$ cat src/rtl/ahb_stream_loader_if.sv
// Byte-stream input and AHB-Lite master bus of the stream loader.
// The master modport is the loader's view; slave is the stream source plus RAM side.
interface ahb_stream_loader_if #(
  parameter int unsigned AW = 16
);
  logic          s_valid;
  logic [7:0]    s_data;
  logic          s_last;
  logic          s_ready;
  logic [AW-1:0] HADDR;
  logic [1:0]    HTRANS;
  logic [2:0]    HSIZE;
  logic          HWRITE;
  logic [31:0]   HWDATA;
  logic          HREADY;
  logic          HRESP;

  modport master (
    input  s_valid, s_data, s_last, HREADY, HRESP,
    output s_ready, HADDR, HTRANS, HSIZE, HWRITE, HWDATA
  );

  modport slave (
    output s_valid, s_data, s_last, HREADY, HRESP,
    input  s_ready, HADDR, HTRANS, HSIZE, HWRITE, HWDATA
  );
endinterface

$ cat src/rtl/ahb_stream_loader.sv
// AHB-Lite single master: packs a byte stream little-endian into 32-bit words
// and writes them to consecutive word addresses.
module ahb_stream_loader #(
  parameter int unsigned AW = 16
) (
  input  logic                 HCLK,
  input  logic                 HRESET,
  input  logic                 start,
  input  logic [AW-1:0]        start_addr,
  ahb_stream_loader_if.master  bus,
  output logic                 busy,
  output logic                 done,
  output logic                 error,
  output logic [AW-1:0]        word_count
);

  localparam int unsigned DW = 32;
  localparam logic [1:0] HTRANS_IDLE   = 2'b00;
  localparam logic [1:0] HTRANS_NONSEQ = 2'b10;

  typedef enum logic [1:0] {
    S_IDLE    = 2'd0,
    S_COLLECT = 2'd1,
    S_ADDR    = 2'd2,
    S_DATA    = 2'd3
  } state_e;

  state_e        state_q, state_d;
  logic [1:0]    lane_q, lane_d;
  logic [DW-1:0] word_q, word_d;
  logic          last_q, last_d;
  logic [AW-1:0] addr_q, addr_d;
  logic [DW-1:0] hwdata_q, hwdata_d;
  logic [1:0]    htrans_q, htrans_d;
  logic          hwrite_q, hwrite_d;
  logic          s_ready_q, s_ready_d;
  logic          busy_q, busy_d;
  logic          done_q, done_d;
  logic          error_q, error_d;
  logic [AW-1:0] count_q, count_d;

  always_ff @(posedge HCLK) begin
    if (HRESET) begin
      state_q   <= S_IDLE;
      lane_q    <= '0;
      word_q    <= '0;
      last_q    <= 1'b0;
      addr_q    <= '0;
      hwdata_q  <= '0;
      htrans_q  <= HTRANS_IDLE;
      hwrite_q  <= 1'b0;
      s_ready_q <= 1'b0;
      busy_q    <= 1'b0;
      done_q    <= 1'b0;
      error_q   <= 1'b0;
      count_q   <= '0;
    end else begin
      state_q   <= state_d;
      lane_q    <= lane_d;
      word_q    <= word_d;
      last_q    <= last_d;
      addr_q    <= addr_d;
      hwdata_q  <= hwdata_d;
      htrans_q  <= htrans_d;
      hwrite_q  <= hwrite_d;
      s_ready_q <= s_ready_d;
      busy_q    <= busy_d;
      done_q    <= done_d;
      error_q   <= error_d;
      count_q   <= count_d;
    end
  end

  // Next state; bus-facing outputs are decoded from the next state so they are registered.
  always_comb begin
    state_d  = state_q;
    lane_d   = lane_q;
    word_d   = word_q;
    last_d   = last_q;
    addr_d   = addr_q;
    hwdata_d = hwdata_q;
    done_d   = 1'b0;
    error_d  = error_q;
    count_d  = count_q;

    unique case (state_q)
      S_IDLE: begin
        if (start) begin
          state_d = S_COLLECT;
          addr_d  = start_addr & ~AW'(3);
          lane_d  = '0;
          last_d  = 1'b0;
          error_d = 1'b0;
          count_d = '0;
        end
      end
      S_COLLECT: begin
        if (bus.s_valid) begin
          // Lane 0 clears the word so a short final word has zero upper bytes.
          if (lane_q == 2'd0) word_d = DW'(bus.s_data);
          else                word_d[{lane_q, 3'b000} +: 8] = bus.s_data;
          last_d = bus.s_last;
          lane_d = lane_q + 2'd1;
          if (bus.s_last || lane_q == 2'd3) begin
            state_d = S_ADDR;
            lane_d  = '0;
          end
        end
      end
      S_ADDR: begin
        if (bus.HREADY) begin
          state_d  = S_DATA;
          hwdata_d = word_q;
        end
      end
      S_DATA: begin
        if (bus.HRESP) begin
          state_d = S_IDLE;
          error_d = 1'b1;
        end else if (bus.HREADY) begin
          addr_d  = addr_q + AW'(4);
          count_d = count_q + AW'(1);
          if (last_q) begin
            state_d = S_IDLE;
            done_d  = 1'b1;
          end else begin
            state_d = S_COLLECT;
          end
        end
      end
      default: state_d = S_IDLE;
    endcase

    s_ready_d = (state_d == S_COLLECT);
    htrans_d  = (state_d == S_ADDR) ? HTRANS_NONSEQ : HTRANS_IDLE;
    hwrite_d  = (state_d == S_ADDR);
    busy_d    = (state_d != S_IDLE);
  end

  assign bus.s_ready = s_ready_q;
  assign bus.HADDR   = addr_q;
  assign bus.HTRANS  = htrans_q;
  assign bus.HSIZE   = 3'b010;
  assign bus.HWRITE  = hwrite_q;
  assign bus.HWDATA  = hwdata_q;
  assign busy        = busy_q;
  assign done        = done_q;
  assign error       = error_q;
  assign word_count  = count_q;

endmodule

$ cat src/flat_wrapper.sv
// flat-port wrapper written by rule: the top's interface ports become plain ports
module ahb_stream_loader_flat 
#(
  parameter int unsigned AW = 16
)
  (HCLK, HRESET, start, start_addr, busy, done, error, word_count, bus_s_valid, bus_s_data, bus_s_last, bus_HREADY, bus_HRESP, bus_s_ready, bus_HADDR, bus_HTRANS, bus_HSIZE, bus_HWRITE, bus_HWDATA);
  ahb_stream_loader_if #(.AW(AW)) bus_i ();
  input  logic HCLK;
  input  logic HRESET;
  input  logic start;
  input  logic [AW-1:0] start_addr;
  output logic busy;
  output logic done;
  output logic error;
  output logic [AW-1:0] word_count;
  input wire logic [$bits(bus_i.s_valid)-1:0] bus_s_valid;
  input wire logic [$bits(bus_i.s_data)-1:0] bus_s_data;
  input wire logic [$bits(bus_i.s_last)-1:0] bus_s_last;
  input wire logic [$bits(bus_i.HREADY)-1:0] bus_HREADY;
  input wire logic [$bits(bus_i.HRESP)-1:0] bus_HRESP;
  output wire logic [$bits(bus_i.s_ready)-1:0] bus_s_ready;
  output wire logic [$bits(bus_i.HADDR)-1:0] bus_HADDR;
  output wire logic [$bits(bus_i.HTRANS)-1:0] bus_HTRANS;
  output wire logic [$bits(bus_i.HSIZE)-1:0] bus_HSIZE;
  output wire logic [$bits(bus_i.HWRITE)-1:0] bus_HWRITE;
  output wire logic [$bits(bus_i.HWDATA)-1:0] bus_HWDATA;
  assign bus_i.s_valid = bus_s_valid;
  assign bus_i.s_data = bus_s_data;
  assign bus_i.s_last = bus_s_last;
  assign bus_i.HREADY = bus_HREADY;
  assign bus_i.HRESP = bus_HRESP;
  assign bus_s_ready = bus_i.s_ready;
  assign bus_HADDR = bus_i.HADDR;
  assign bus_HTRANS = bus_i.HTRANS;
  assign bus_HSIZE = bus_i.HSIZE;
  assign bus_HWRITE = bus_i.HWRITE;
  assign bus_HWDATA = bus_i.HWDATA;
  ahb_stream_loader #(.AW(AW)) u_core (.HCLK(HCLK), .HRESET(HRESET), .start(start), .start_addr(start_addr), .bus(bus_i), .busy(busy), .done(done), .error(error), .word_count(word_count));
endmodule
$ cat config.mk
export PLATFORM = sky130hd
export DESIGN_NAME = ahb_stream_loader_flat
export DESIGN_NICKNAME = d
export VERILOG_FILES = /design/src/rtl/ahb_stream_loader_if.sv /design/src/rtl/ahb_stream_loader.sv /design/src/flat_wrapper.sv
export SDC_FILE = /design/constraint.sdc
export NUM_CORES = 1
export LEC_CHECK = 0
export ABC_CLOCK_PERIOD_IN_PS = 3300
export BUFFER_PORTS_ARGS = -buffer_cell sky130_fd_sc_hd__buf_2
export CORE_MARGIN = 4
export CORE_UTILIZATION = 40
export CTS_BUF_LIST = sky130_fd_sc_hd__clkbuf_4 sky130_fd_sc_hd__clkbuf_8
export CTS_CLUSTER_DIAMETER = 80
export DETAILED_ROUTE_END_ITERATION = 8
export PLACE_DENSITY_LB_ADDON = 0.2
export SYNTH_ARGS = -nofsm -noshare
export SYNTH_HDL_FRONTEND = slang
export SYNTH_SLANG_ARGS = --single-unit
export TNS_END_PERCENT = 30
$ cat constraint.sdc
create_clock -name HCLK -period 3.3 [get_ports HCLK]
set_input_delay 0.66 -clock HCLK [delete_from_list [all_inputs] [get_ports HCLK]]
set_output_delay 0.66 -clock HCLK [all_outputs]
set_load 0.1 [all_outputs]
# Word-level counts from Yosys, hierarchy flattened

Cells that the tools add are included.

Bits in registers: 108
Bits in latches: 0
RAM bits: 0
Memory bits (read-only): 0
Input port bits: 31
Output and inout bits: 74
Word-level logic and storage cells: 73
Memories kept: 0

Add/sub/neg operators: 4
$mul: 0
Divide/modulo/power cells: 0
Magnitude comparators: 0
Equality and inequality tests: 11
Shift-type cells: 2
Muxes and demuxes: 29
Bitwise gates (word level): 2
Reduce and logical (&&, ||, !) cells: 12

Operators by type and width:

| cell                                                 | count |
|---|---|
| 2-to-1 mux 16 bit                                    | 6 |
| one-hot mux 16 bit (2 select lines)                  | 2 |
| bitwise mux 32 bit                                   | 1 |
| 2-to-1 mux 32 bit                                    | 1 |
| variable shift 8 x 7 -> 32 bit, first input constant | 1 |
| indexed part select 8 x 7 -> 32 bit                  | 1 |
| 2-to-1 mux 2 bit                                     | 10 |
| adder 16 x 1 -> 16 bit, second input constant        | 1 |
| adder 16 x 3 -> 16 bit, second input constant        | 1 |
| inequality test 2 bit, second input constant         | 5 |
| equality test 2 bit, second input constant           | 4 |
| one-hot mux 2 bit (4 select lines)                   | 1 |
| negator 5 -> 7 bit                                   | 1 |
| AND reduction 3 bit                                  | 2 |
| nonzero test 2 bit                                   | 3 |
| 2-to-1 mux 1 bit                                     | 5 |
| equality test 2 x 1 -> 1 bit, second input constant  | 2 |
| logical NOT 2 bit                                    | 2 |
| one-hot mux 1 bit (2 select lines)                   | 2 |
| one-hot mux 2 bit (2 select lines)                   | 1 |
| AND reduction 2 bit                                  | 2 |
| AND reduction 4 bit                                  | 1 |
| OR reduction 4 bit                                   | 1 |
| adder 2 x 1 -> 2 bit, second input constant          | 1 |
| other kinds (2)                                      | 3 |

# Depth between registers and ports, before layout

Word-level depth: 7
Gate-level depth with buffers: 7
Depth with buffers taken out: 6

# Worst setup path after synthesis

OpenSTA, ideal clock, no wires.

Kind: register to register
Start point: register u_core.addr_q[9], in the netlist u_core.bus.HADDR[9]
End point: register u_core.addr_q[15], in the netlist u_core.bus.HADDR[15]
Library setup time: 0.083 ns
Arrival: 2.234 ns
Required time: 3.217 ns
Path slack: 0.984 ns
Cell stages (with the launch flop): 5
Path buffers: 0
Clock period less this slack: 2.316 ns
Cell sequence: dfxtp_1 nand4_1 or2_2 or4_1 o221ai_1

Cells in the longest elaborated chain, start to end: 4

Ends and longest elaborated chain:

| item                                | line                     | RTL |
|---|---|---|
| from (decl)                         | ahb_stream_loader.sv:32  | `logic [AW-1:0] addr_q, addr_d;` |
| from (signal assigned)              | ahb_stream_loader.sv:62  | `addr_q <= addr_d;` |
| adder 16 x 3 -> 16 bit              | ahb_stream_loader.sv:121 | `addr_d = addr_q + AW'(4);` |
| 2-to-1 mux 16 bit                   | ahb_stream_loader.sv:120 | `end else if (bus.HREADY) begin` |
| 2-to-1 mux 16 bit                   | ahb_stream_loader.sv:117 | `if (bus.HRESP) begin` |
| one-hot mux 16 bit (2 select lines) | ahb_stream_loader.sv:86  | `unique case (state_q)` |

Every way passes these cells. The select of a mux whose other input is x is not followed.
A chain may end at the register's enable or synchronous reset.

# Final worst setup path

Start point: register u_core.lane_q[0]
End point: register u_core.word_q[29]

Cells in the longest elaborated chain, start to end: 4
Elaborated cells on any way between the ends: 6
Those cells by class: add/sub: 1; shift: 2; mux: 2; reduce/logical: 1

Ends and longest elaborated chain:

| item                                                                                  | line                     | RTL |
|---|---|---|
| from (decl)                                                                           | ahb_stream_loader.sv:29  | `logic [1:0] lane_q, lane_d;` |
| from (signal assigned)                                                                | ahb_stream_loader.sv:59  | `lane_q <= lane_d;` |
| negator 5 -> 7 bit                                                                    | ahb_stream_loader.sv:101 | `else word_d[{lane_q, 3'b000} +: 8] = bus.s_data;` |
| indexed part select 8 x 7 -> 32 bit or variable shift 8 x 7 -> 32 bit (tied branches) | ahb_stream_loader.sv:101 |  |
| bitwise mux 32 bit                                                                    | ahb_stream_loader.sv:101 |  |
| 2-to-1 mux 32 bit (*)                                                                 | ahb_stream_loader.sv:100 | `if (lane_q == 2'd0) word_d = DW'(bus.s_data);` |
| to (signal assigned)                                                                  | ahb_stream_loader.sv:60  | `word_q <= word_d;` |
| to (decl)                                                                             | ahb_stream_loader.sv:30  | `logic [DW-1:0] word_q, word_d;` |

Every way passes the cells marked *; elsewhere a longest branch is shown, timed or not.

==> results summary <==
The run finished with clean final reports. For this run the aggregate overflow at the end of global routing stands at 0. The via count of the first global-routing pass is 3,720. Counting flops with a built-in enable in the synthesized netlist gives 0. For this run, design rule violations remaining after detail routing come to 0. The cell count after synthesis came out at 540. The post-synthesis sequential element count came out at about 100. The clock slew seen by the registers of the worst setup and hold paths came out at 110 ps. The mean area per synthesized cell is ~8.5 sq um. Measured along the x axis, the die boundary spans 115 microns. The required arrival time at the worst endpoint came out at 3610 ps. The first global-routing pass estimated 18,200 microns of wire. Dividing total power by cell area gives a power density of 482 mW/mm^2. TritonCTS built the clock tree. The first-pass detailed-route iteration total came out at 5. Counting the buffers created by CTS gives 9. The cell with the biggest individual delay on the critical path is sky130_fd_sc_hd__nor4b_4. The tree is rooted in a sky130_fd_sc_hd__clkbuf_8. In this run the standard cell core region covers around 0.011 sq mm. After detailed routing, the total wire length is 11,200 microns. The maximum clock path buffer count is 2.

The top fanout value on the critical path came out at 9. Summed over all cells, the static leakage comes to 0.00207 uW. The worst hold path belongs to the class register to register. Setup violations remaining at the end of the flow were counted as 0. The fraction of layout cells with a size suffix above 1 came out at 0.205. The count of fill cells added during filler insertion is 1,106. Summing all placed instances gives a cell area of slightly above 0.005 sq mm. The area growth from synthesis to final layout is 15.8%.

The count of standard-cell rows is 38. In the synthesized netlist the async set-or-reset flop fraction comes to 0. The startpoint identified for the worst register-to-register timing path is u_core.lane_q[0]. The worst vdd rail ir drop came out at 0.325 mV. The weighted congestion reported at the end of routability-driven placement came out at 0.785. The detail route stage leaves a number of antenna-violating nets equal to 0. The transition time at the pin with the least slew margin is 674 ps. The number of inserted diodes is 0. In the global route stage, overall resource usage came out at 0.170. Once the clock tree was built, the setup fixing pass inserted 0 buffers. The number of levels in the clock H-tree came out at 3. Dividing the detail-routed wire length by the instance count gives 14.7 microns. Dividing the detail-routed via count by the number of cells gives 5.28. Ranked by total cell area, the synthesized netlist is headed by sky130_fd_sc_hd__dfxtp_1, sky130_fd_sc_hd__a21oi_1, sky130_fd_sc_hd__nand2_1. The hold path startpoint is u_core.bus.HWDATA[23].

The final-layout setup total negative slack came out at 0 ps. The vias after detailed routing came out at roughly 4,000. The largest area contributor in the synthesized netlist is sky130_fd_sc_hd__dfxtp_1. The number of antenna violations at the first check in global routing came to 0. The launch point of the worst path is u_core.lane_q[0]. The worst path buffer plus inverter count came out at 1. The count of input and output buffers is 96. The starting density of the core is 0.416. The maximum achievable frequency came out at between 400 and 500 MHz. The data arrival at the endpoint of the critical path is 2760 ps. The detailed placement HPWL came out at 7720 microns. Across the run, the number of max-cap violations was 0.

After the first detailed-routing iteration, the DRC count stood at 282. The worst stage delay on the critical path came out at 630 ps. The largest net degree at the start of global routing is 68. The placed instance count is around 750. The clock network latency to the later pin of the worst-skew pair came out at between 300 and 400 ps. The final standard cell count with taps included and fillers excluded is between 700 and 800. The number of library cell types mapped by synthesis came out at 57. The number of failing hold endpoints at the final stage came out at 0.

The final critical-path required period came out at 2440 ps. The fraction of the yosys area taken by sequential cells is 0.454. Setup repair after global routing left no endpoint under its margin. The final worst-path cycle share came out at 0.741. The tree built by TritonCTS fans out to about 100 sinks. Grouping stages by cell kind, the critical path spends the most delay in simple AND/OR/NAND/NOR gates. The area enclosed by the die boundary is about 0.013 sq mm. The element type at the critical path end is a register. The post-cts hold buffer count came out at 0. The final setup skew is 8.71 ps.

The path type of the worst setup path is register to register. In the synthesized netlist the dominant register cell turns out to be sky130_fd_sc_hd__dfxtp_1. The critical path goes through inv_1 > ha_1 > nand4bb_1 > nor4b_4 > a22oi_1 > nor2_1. The number of gates resized after cts came out at 0. The area share of the largest cell type after synthesis came out at 0.454. The number of max-slew violations in the final report is 0. The combined area of all synthesized cells came out at 0.00459 sq mm.

The die height came out at 115 microns. The worst setup path is launched from a register. 105 I/O pins were placed. The number of warnings printed during yosys synthesis came out at 0. The count of nets after finishing came out at 655.

Once layout is done, the placed cells without fillers occupy approximately 0.0053 sq mm. The worst pin sits at a relative slew slack of 0.551.
-- metrics by stage --
step           total power (uW)  hold slack, ps  setup WS, ps   util
2_1_floorplan              1610             431           984      -
3_3_place_gp               1660             442           964  0.460
3_5_place_dp               1670             445           870  0.460
4_1_cts                    2590             461           860  0.482
5_1_grt                    2670             474           673  0.482
6_report                   2560             458           856  0.482
-- routing by layer --
| layer | track usage | share of wire |
|---|---|---|
| met2 | 0.281 | 0.48 |
| met1 | 0.222 | 0.45 |
| met4 | 0.0352 | 0.0068 |
| met3 | 0.0495 | 0.064 |
| met5 | 0 | 0 |
-- registers in the layout, summed over array words and instances (netlist names) --
name	flops
u_core.last_q	1
u_core.state_q	2
u_core.bus.HWDATA	32
u_core.bus.s_ready	1
u_core.error	1
u_core.bus.HADDR	14
u_core.done	1
u_core.bus.HTRANS	1
u_core.word_count	16
u_core.word_q	32
u_core.lane_q	2
u_core.busy	1
-- final cells by class --
type | instances | area (sq um) | share of cell area
multi-input combinational | 395 | 2290 | 0.431
sequential | 104 | 2080 | 0.392
timing repair buffer | 99 | 503 | 0.0947
tap | 140 | 175 | 0.0330
clock inverter | 6 | 100 | 0.0188
clock buffer | 10 | 138 | 0.0259
inverter | 7 | 26.3 | 0.00494
-- report_power, final --
| group | switching [uW] | internal [uW] | leakage (uW) |
|---|---|---|---|
| Sequential | 32.0 | 1280 | 0.000842 |
| Combinational | 262 | 66.3 | 0.00111 |
| Clock | 463 | 461 | 0.000121 |
-- placed cells by master (no fill, tap or decap), types with 4 or more instances in the layout --
cell type	synthesis	final
sky130_fd_sc_hd__a21oi_1	69	69
sky130_fd_sc_hd__a22oi_1	11	11
sky130_fd_sc_hd__and2_1	23	23
sky130_fd_sc_hd__and3_1	4	4
sky130_fd_sc_hd__buf_2	10	96
sky130_fd_sc_hd__clkbuf_8	0	10
sky130_fd_sc_hd__conb_1	2	6
sky130_fd_sc_hd__dfxtp_1	104	104
sky130_fd_sc_hd__ha_1	8	8
sky130_fd_sc_hd__inv_1	7	7
sky130_fd_sc_hd__mux2i_1	17	17
sky130_fd_sc_hd__nand2_1	85	85
sky130_fd_sc_hd__nand3_1	20	20
sky130_fd_sc_hd__nand4_1	7	7
sky130_fd_sc_hd__nor2_1	45	44
sky130_fd_sc_hd__o21ai_0	22	22
sky130_fd_sc_hd__or3_1	10	10
sky130_fd_sc_hd__xor2_1	4	4
-- Yosys cell counts (all sizes together), types with 2 or more instances --
cell type    n
o2111ai      3
xor2         4
o22ai        2
o21a         3
a211oi       3
nand4        7
conb         2
nor4b        2
o32ai        2
and3         4
or4          3
buf         22
nor3b        3
nand2b       2
a21oi       69
and2        23
or2          3
inv          7
o21ai       22
nor3         3
clkbuf      16
mux2i       17
or3         10
a22oi       11
and4b        3
nand3       20
nor2        48
o31ai        2
dfxtp      104
nor4         3
ha           8
o211ai       4
and4         3
nand2       86
o221ai       3
-- worst min-delay path, delay by kind of cell (launching register included) --
kind,cells,cell delay [ps]
AOI/OAI and AO/OA,1,50
DFF,1,320
and+or+nand+nor,1,50
-- worst paths after layout --
kind / end / slack, ps / depth (start not counted)
min: u_core.bus.HWDATA[23] / 460 / 2
min reg2reg: u_core.bus.HWDATA[23] / 460 / 2
max reg2reg: u_core.word_q[29] / 860 / 6
max: u_core.word_q[29] / 860 / 6
-- kinds of logic (layout without fill, tap and decap cells) --
family          after synthesis  in the layout  synth area share
compound gates              129            129             0.170
xor+xnor                      5              5           0.00954
fa+ha+maj                     8              8            0.0218
buf+inv                      45            122            0.0510
flops                       104            104             0.454
mux                          17             17            0.0371
other cells                   2              6           0.00164
simple gates                230            230             0.255
Note: power is estimated with default switching activity, not from simulation.
